<file path="src/rtl/pipe_skid_reg.sv">
// Valid/ready pipeline register backed by a 2-entry skid buffer with synchronous flush.
// Optional saturating stall counter port is built only when PIPE_SKID_STALL_CNT_EN is defined.
module pipe_skid_reg #(
    parameter int unsigned      WIDTH       = 32,
    parameter logic [WIDTH-1:0] RESET_VAL   = '0,
    parameter int unsigned      STALL_CNT_W = 16
) (
    input  logic             clk,
    input  logic             rst,
    input  logic             flush,
    input  logic [WIDTH-1:0] in_data,
    input  logic             in_valid,
    output logic             in_ready,
    output logic [WIDTH-1:0] out_data,
    output logic             out_valid,
    input  logic             out_ready
`ifdef PIPE_SKID_STALL_CNT_EN
    ,
    output logic [STALL_CNT_W-1:0] stall_cnt
`endif
);

    typedef enum logic [1:0] {
        EMPTY = 2'd0,
        ONE   = 2'd1,
        FULL  = 2'd2
    } cnt_t;

    cnt_t             state_q;
    cnt_t             state_d;
    logic [WIDTH-1:0] main_q;
    logic [WIDTH-1:0] main_d;
    logic [WIDTH-1:0] skid_q;
    logic [WIDTH-1:0] skid_d;
    logic             push;
    logic             pop;

    // Ready depends only on local state and flush, never on out_ready.
    assign in_ready  = (state_q != FULL) && !flush;
    assign out_valid = (state_q != EMPTY);
    assign out_data  = main_q;
    assign push      = in_valid && in_ready;
    assign pop       = out_valid && out_ready;

    always_ff @(posedge clk or posedge rst) begin
        if (rst) begin
            state_q <= EMPTY;
            main_q  <= RESET_VAL;
            skid_q  <= RESET_VAL;
        end else begin
            state_q <= state_d;
            main_q  <= main_d;
            skid_q  <= skid_d;
        end
    end

    // Occupancy transitions; main always holds the older entry.
    always_comb begin
        state_d = state_q;
        main_d  = main_q;
        skid_d  = skid_q;
        if (flush) begin
            state_d = EMPTY;
            main_d  = RESET_VAL;
            skid_d  = RESET_VAL;
        end else begin
            case (state_q)
                EMPTY: begin
                    if (push) begin
                        main_d  = in_data;
                        state_d = ONE;
                    end
                end
                ONE: begin
                    if (push && pop) begin
                        main_d = in_data;
                    end else if (push) begin
                        skid_d  = in_data;
                        state_d = FULL;
                    end else if (pop) begin
                        state_d = EMPTY;
                    end
                end
                FULL: begin
                    if (pop) begin
                        main_d  = skid_q;
                        state_d = ONE;
                    end
                end
                default: begin
                    state_d = EMPTY;
                end
            endcase
        end
    end

`ifdef PIPE_SKID_STALL_CNT_EN
    logic [STALL_CNT_W-1:0] stall_q;

    // Counts cycles where valid output is held off by downstream; survives flush.
    always_ff @(posedge clk or posedge rst) begin
        if (rst) begin
            stall_q <= '0;
        end else if (out_valid && !out_ready && (stall_q != {STALL_CNT_W{1'b1}})) begin
            stall_q <= stall_q + STALL_CNT_W'(1);
        end
    end

    assign stall_cnt = stall_q;
`endif

endmodule

</file>
<file path="config.mk">
export PLATFORM = sky130hd
export DESIGN_NAME = pipe_skid_reg
export DESIGN_NICKNAME = d
export VERILOG_FILES = /design/src/rtl/pipe_skid_reg.sv
export SDC_FILE = /design/constraint.sdc
export NUM_CORES = 1
export LEC_CHECK = 0
export CORE_UTILIZATION = 39
export CTS_CLUSTER_DIAMETER = 120
export DETAILED_ROUTE_END_ITERATION = 16
export PLACE_DENSITY = 0.72
export SETUP_SLACK_MARGIN = 0.15
export SLEW_MARGIN = 20
export SYNTH_ARGS = -nofsm -noshare
export SYNTH_HDL_FRONTEND = slang
export SYNTH_SLANG_ARGS = --single-unit
</file>
<file path="constraint.sdc">
create_clock -name clk -period 6.9 [get_ports clk]
set_input_delay 1.725 -clock clk [delete_from_list [all_inputs] [get_ports clk]]
set_output_delay 1.725 -clock clk [all_outputs]
set_load 0.03 [all_outputs]
</file>
# Yosys cells after proc, flatten, opt, wreduce, memory -nomap -nowiden
# Index checks and enable logic that the tools add are counted.
# totals
ff_bits	66
input_bits	37
# classes
eq_ne	9
mux	15
n_reduce_logical	13
# op_table
operator	count
$mux W32	7
$pmux W32 S3	1
$mux W2	6
$ne A3 B3 Y1 const B	4
$reduce_and A4 Y1	2
$pmux W2 S3	1
$reduce_bool A2 Y1	3
$logic_and A1 B1 Y1	4
$ne A2 B2 Y1 const B	2
$ne A4 B4 Y1 const B	1
$reduce_bool A4 Y1	1
$reduce_and A3 Y1	1
$eq A2 B1 Y1 const B	1
$eq A2 B2 Y1 const B	1
$logic_not A2 Y1	1
$logic_not A1 Y1	1

# Logic depth before layout (Yosys ltp)
# Gate-level depths: netlist of the first run.
# depth
ltp_word	7
depth_mapped	6
depth_no_buf	3

# Least setup slack after synthesis of the first run
# OpenSTA, ideal clock, no wires.
# synth_path
path_type	input -> output
start	input port flush
end	output port in_ready
arrival_ns	2.563
t_required_ns	5.175
path_slack_ns	2.612
stages	4
n_path_buf	2
cell_sequence	buf_2 inv_2 clkbuf_1 and2_1
# synth_between
elab_chain_len	2
# synth_rtl
item	line	text
start, declared	10	input logic flush,
$logic_not A1 Y1	39	assign in_ready = (state_q != FULL) && !flush;
$logic_and A1 B1 Y1	39	
end, declared	13	output logic in_ready,
# Every way passes these cells.

# Worst setup path in the final report of the first run
# Ends and elaborated chain as after synthesis.

==> results of run 1 <==
[report_power, final]
group | total, uW | switching, uW | internal, uW
combinational | 209 | 110 | 98.6
sequential | 440 | 16.9 | 423
clock | 269 | 143 | 126
[sequential cells by signal (all words and copies together), names as in the netlist]
register / flops
out_data: 32
skid_q: 32
state_q: 2
[worst register-to-register path: stages, from the launching register on]
cell and delay (ns):
dfrtp_1 0.35, buf_4 0.31, and2b_4 0.26, a31oi_4 0.58
buf_16 0.23, mux2_1 0.35
[through the flow]
step	hold WS, ns	util	worst slack [ns]
6_report	0.484	0.519	2.02
5_1_grt	0.499	0.519	1.91
4_1_cts	0.488	0.516	1.98
3_5_place_dp	0.474	0.498	1.98
3_3_place_gp	0.465	0.498	2.00
2_1_floorplan	0.456	-	2.61
[metal layers]
| metal | vias up | share of wire | GRT usage |
|---|---|---|---|
| met1 | 1177 | 0.48 | 0.220 |
| met4 | 0 | 0.010 | 0.0672 |
| met5 | - | 0 | 0 |
| met2 | 50 | 0.47 | 0.281 |
| li1 | 1190 | - | - |
| met3 | 5 | 0.039 | 0.0308 |
[worst paths after layout]
kind	endpoint	slack, ns	cells after the start
max	in_ready	2.02	4
min	skid_q[2]	0.48	1
max reg2reg	skid_q[24]	4.70	5
min reg2reg	skid_q[2]	0.48	1
max in group asynchronous	out_data[18]	4.37	3
min in group asynchronous	out_data[5]	1.93	3
[synth_stat cells, drive strengths merged]
master	count
nor2	1
nor4bb	32
dfrtp	66
o21a	1
and2b	1
and2	1
mux2i	33
a221o	1
a211oi	1
mux2	32
clkbuf	14
or3b	1
a21oi	1
nor2b	33
inv	35
nand2	2
a31oi	33
nand2b	2
buf	15
or2	1
[cells by family after synthesis]
family / Yosys count / synth area share
flip-flops: 66 / 0.478
buffers and inverters: 64 / 0.0826
multiplexers: 65 / 0.200
AND/OR/NAND/NOR: 74 / 0.169
AO/OA/AOI/OAI: 37 / 0.0703
[area by class of cell]
class,count,share of cell area
flip-flops and latches,66,0.380
multi-input cells,176,0.350
repair buffers,76,0.175
clock buffers,11,0.0302
inverters,35,0.0302
well taps,105,0.0302
clock inverters,4,0.00460
==> run_results.csv, run 1 <==
group,metric,value,unit
setup_path,crit_start,"flush",
routing,finalWirelength,7270,um
global_routing,grt_pass1_vias,2488,
cells_and_area,antenna_cells,0,
sta,finalHoldViolCount,0,
setup_path,crit_slowest_cell,"clkdlybuf4s50_1",
clock_tree,clockBufferDepth,2,
setup_path,cp_num_buf_inv,3,
synthesis,synthTopCellsByArea,"dfrtp_1, mux2_1, mux2i_1",
global_routing,grt_use_total,0.170,
clock_tree,cts_setup_buffers,0,
cells_and_area,stdcell_count,473,
synthesis,yosysSeqAreaShare,0.478,
die,core,0.00838,sq mm
min_path,hold_path_class,"reg2reg",
die,die_w,96.1,um
clock_tree,cts_root_buffer,"clkbuf_8",
sta,clock.fmax,0.205,GHz
clock_tree,cts_tree,"built",
setup_path,critical_path_required,5.18,ns
placement,gp_congestion,0.705,
global_routing,grt_first_pass_wirelength,11900,um
outcome,status,"finished clean",
sta,slew_headroom,0.315,
routing,ant_nets,0,
pwr,powerDensity,211,mW/mm^2
global_routing,grt_max_degree,68,
die,row_count,33,
job,maxCapViolCount,0,
cells_and_area,drive_gt1_frac,0.0761,
sta,setup_viol,0,
sta,rsz0062_at_grt,"no",
clock_tree,cts-resized-gates,0,
global_routing,antenna_found_initial,0,
setup_path,path_class,"in2out",
setup_path,worstPathArrival,3.15,ns
synthesis,synth.yosys.warnings,0,
clock_tree,clkLatencyLatePin,0.33,ns
setup_path,r2r-start,"state_q[1]",
sta,min_period_over_period,0.707,
synthesis,netlist_instances,306,
pwr,power_leakage,0.00195,uW
sta,setup-tns-final,0,ns
clock_tree,cts.clk_slew.worst_paths,0.06,ns
cells_and_area,regArea,0.00165,sq mm
synthesis,syn_area_per_cell,11.3,sq um
routing,viasPerCell,5.12,
pwr,peakVddDrop,0.0815,mV
routing,drc,0,
die,start_util,0.412,
placement,dp_cells,457,
clock_tree,ctsHoldBuffers,0,
synthesis,synth_top_area_share,0.478,
sta,fin_crit,4.88,ns
clock_tree,htree_levels,3,
cells_and_area,n_fill_cell,751,
setup_path,critPathMaxFanout,34,
min_path,min_from,"skid_q[2]",
global_routing,grt_overflow,0,
synthesis,synth_nets,343,
sta,worst_pin_slew,1.03,ns
placement,placed_area,0.00417,sq mm
routing,first_iter_violations,56,
cells_and_area,final_cell_area,0.00435,sq mm
setup_path,start_kind,"primary input",
synthesis,syn_area,0.00345,sq mm
sta,drv_slew,0,
routing,routedWlPerCell,15.4,um
routing,dr.pass1.iters,4,
cells_and_area,layout_commonest_cell,"clkdlybuf4s50_1",
synthesis,synth-seq-cells,66,
cells_and_area,finalNetCount,401,
die,fp.dieArea,0.00923,sq mm
synthesis,synth_cell_types,26,
cells_and_area,final_cell_mix,"clkdlybuf4s50_1, dfrtp_1, inv_1, nor2b_1, mux2i_1",
cells_and_area,syn2layout_area_growth,26.1,%
die,die_h,96.1,um
pwr,p_total,917,uW
placement,hpwl,4270,um
cells_and_area,multi_input_comb_area,0.00153,sq mm
die,io_pins,71,
setup_path,cpPeakStageDelay,0.66,ns
setup_path,crit_family,"buffers and inverters",
clock_tree,numCtsBuffers,9,
clock_tree,numClockSinks,66,
synthesis,synth_top_area_cell,"dfrtp_1",
setup_path,path_cells,"buf_2 > inv_2 > and2_1 > clkdlybuf4s50_1",
sta,fin_skew,0.00734,ns
setup_path,cp-end-kind,"primary output",
placement,port-buffer-count,70,
routing,num_vias,2422,
No activity file was read; power rests on OpenSTA's default activity.
==> run 2: changes to the inputs <==
PLACE_DENSITY = 0.74   (was 0.72)
clock period = 4.1 ns   (was 6.9 ns; I/O delays follow)
==> run 2 against run 1 <==
Register-to-register slack lost 2.7 ns. Die area unchanged. Critical path depth down 1. Largest cell class unchanged.
==> run_results.csv, run 2 (synthesized netlist as in run 1, its figures left out) <==
group,metric,value,unit
cells_and_area,multi_input_comb_area,0.00153,sq mm
cells_and_area,finalNetCount,403,
clock_tree,cts-resized-gates,0,
routing,viasPerCell,5.31,
sta,rsz0062_at_grt,"no",
sta,clock.fmax,0.348,GHz
cells_and_area,drive_gt1_frac,0.0838,
setup_path,critical_path_required,3.07,ns
setup_path,start_kind,"register",
placement,place_ws,1.11,ns
setup_path,cp-end-kind,"primary output",
sta,min_period_over_period,0.702,
clock_tree,cts_root_buffer,"clkbuf_8",
die,core,0.00838,sq mm
clock_tree,clkLatencyLatePin,0.33,ns
sta,setup-tns-final,0,ns
pwr,power_leakage,0.00197,uW
sta,slew_headroom,0.447,
placement,hpwl,4700,um
setup_path,crit_slowest_cell,"clkdlybuf4s50_1",
setup_path,cpPeakStageDelay,0.60,ns
routing,first_iter_violations,115,
cells_and_area,n_fill_cell,742,
clock_tree,clockBufferDepth,2,
pwr,p_total,1620,uW
clock_tree,cts_setup_buffers,0,
clock_tree,numCtsBuffers,9,
clock_tree,cts_tree,"built",
routing,dr.pass1.iters,4,
pwr,powerDensity,370,mW/mm^2
clock_tree,cts.clk_slew.worst_paths,0.07,ns
min_path,hold_path_class,"reg2reg",
clock_tree,htree_levels,3,
routing,routedWlPerCell,16.3,um
cells_and_area,antenna_cells,0,
setup_path,path_cells,"buf_4 > or2_2 > clkdlybuf4s50_1",
global_routing,grt_pass1_vias,2456,
clock_tree,ctsHoldBuffers,0,
routing,finalWirelength,7720,um
sta,drv_slew,0,
global_routing,grt_overflow,0,
cells_and_area,final_cell_mix,"clkdlybuf4s50_1, dfrtp_1, inv_1, nor2b_1, mux2i_1",
die,row_count,33,
sta,worst_pin_slew,0.829,ns
die,fp.dieArea,0.00923,sq mm
pwr,peakVddDrop,0.135,mV
global_routing,grt_first_pass_wirelength,12300,um
global_routing,grt_max_degree,67,
setup_path,critPathMaxFanout,38,
sta,finalHoldViolCount,0,
cells_and_area,layout_commonest_cell,"clkdlybuf4s50_1",
placement,port-buffer-count,70,
routing,drc,0,
placement,gp_congestion,0.666,
clock_tree,numClockSinks,66,
die,start_util,0.412,
outcome,status,"finished clean",
global_routing,grt_use_total,0.178,
sta,fin_ws,1.22,ns
die,die_w,96.1,um
cells_and_area,syn2layout_area_growth,26.8,%
die,die_h,96.1,um
die,io_pins,71,
setup_path,worstPathArrival,1.85,ns
sta,fin_skew,0.00449,ns
setup_path,path_class,"reg2out",
sta,setup_viol,0,
global_routing,antenna_found_initial,0,
job,maxCapViolCount,0,
cells_and_area,regArea,0.00165,sq mm
routing,num_vias,2522,
routing,ant_nets,0,
sta,fin_crit,2.88,ns
## run 2: layout make-up
type / instances / share of cell area
clock inverter: 3 / 0.00915
clock buffer: 12 / 0.0332
inverter: 35 / 0.0300
tap: 105 / 0.0300
timing repair buffer: 78 / 0.172
multi-input combinational: 176 / 0.348
sequential: 66 / 0.377
## run 2: stage by stage
step | instances | hold slack, ns | area, sq um | utilization
5_1_grt | 475 | 0.500 | 4380 | 0.522
4_1_cts | 475 | 0.488 | 4380 | 0.522
2_1_floorplan | 306 | 0.456 | 3450 | -
3_3_place_gp | 460 | 0.465 | 4190 | 0.500
6_report | 475 | 0.482 | 4380 | 0.522
3_5_place_dp | 460 | 0.473 | 4190 | 0.500
## run 2: worst max-delay path, delay by kind of cell (launching register included)
kind | cells | cell delay (ns)
buffers and inverters | 2 | 0.83
DFF | 1 | 0.36
and+or+nand+nor | 1 | 0.33
## run 2: where the power goes
part           internal [uW]  total (uW)  switching [uW]  leakage (uW)
clock                    293         523             230     0.0000962
sequential               713         744            31.4      0.000853
combinational            164         352             188       0.00102
## run 2: worst paths after layout
check,from,to,slack [ns],cells past startpoint
min in group asynchronous,rst,out_data[6],1.26,3
worst min-delay path,skid_q[29],skid_q[29],0.48,1
worst max-delay path,state_q[1],out_valid,1.22,3
worst min register to register,skid_q[29],skid_q[29],0.48,1
worst max register to register,state_q[1],out_data[20],2.00,5
max in group asynchronous,rst,skid_q[31],2.30,3
## run 2: per-layer routing
layer	global-route usage	vias to the layer above	part of all wire
li1	-	1193	-
met1	0.243	1264	0.47
met2	0.280	55	0.47
met3	0.0324	10	0.041
met4	0.0684	0	0.013
met5	0	-	0
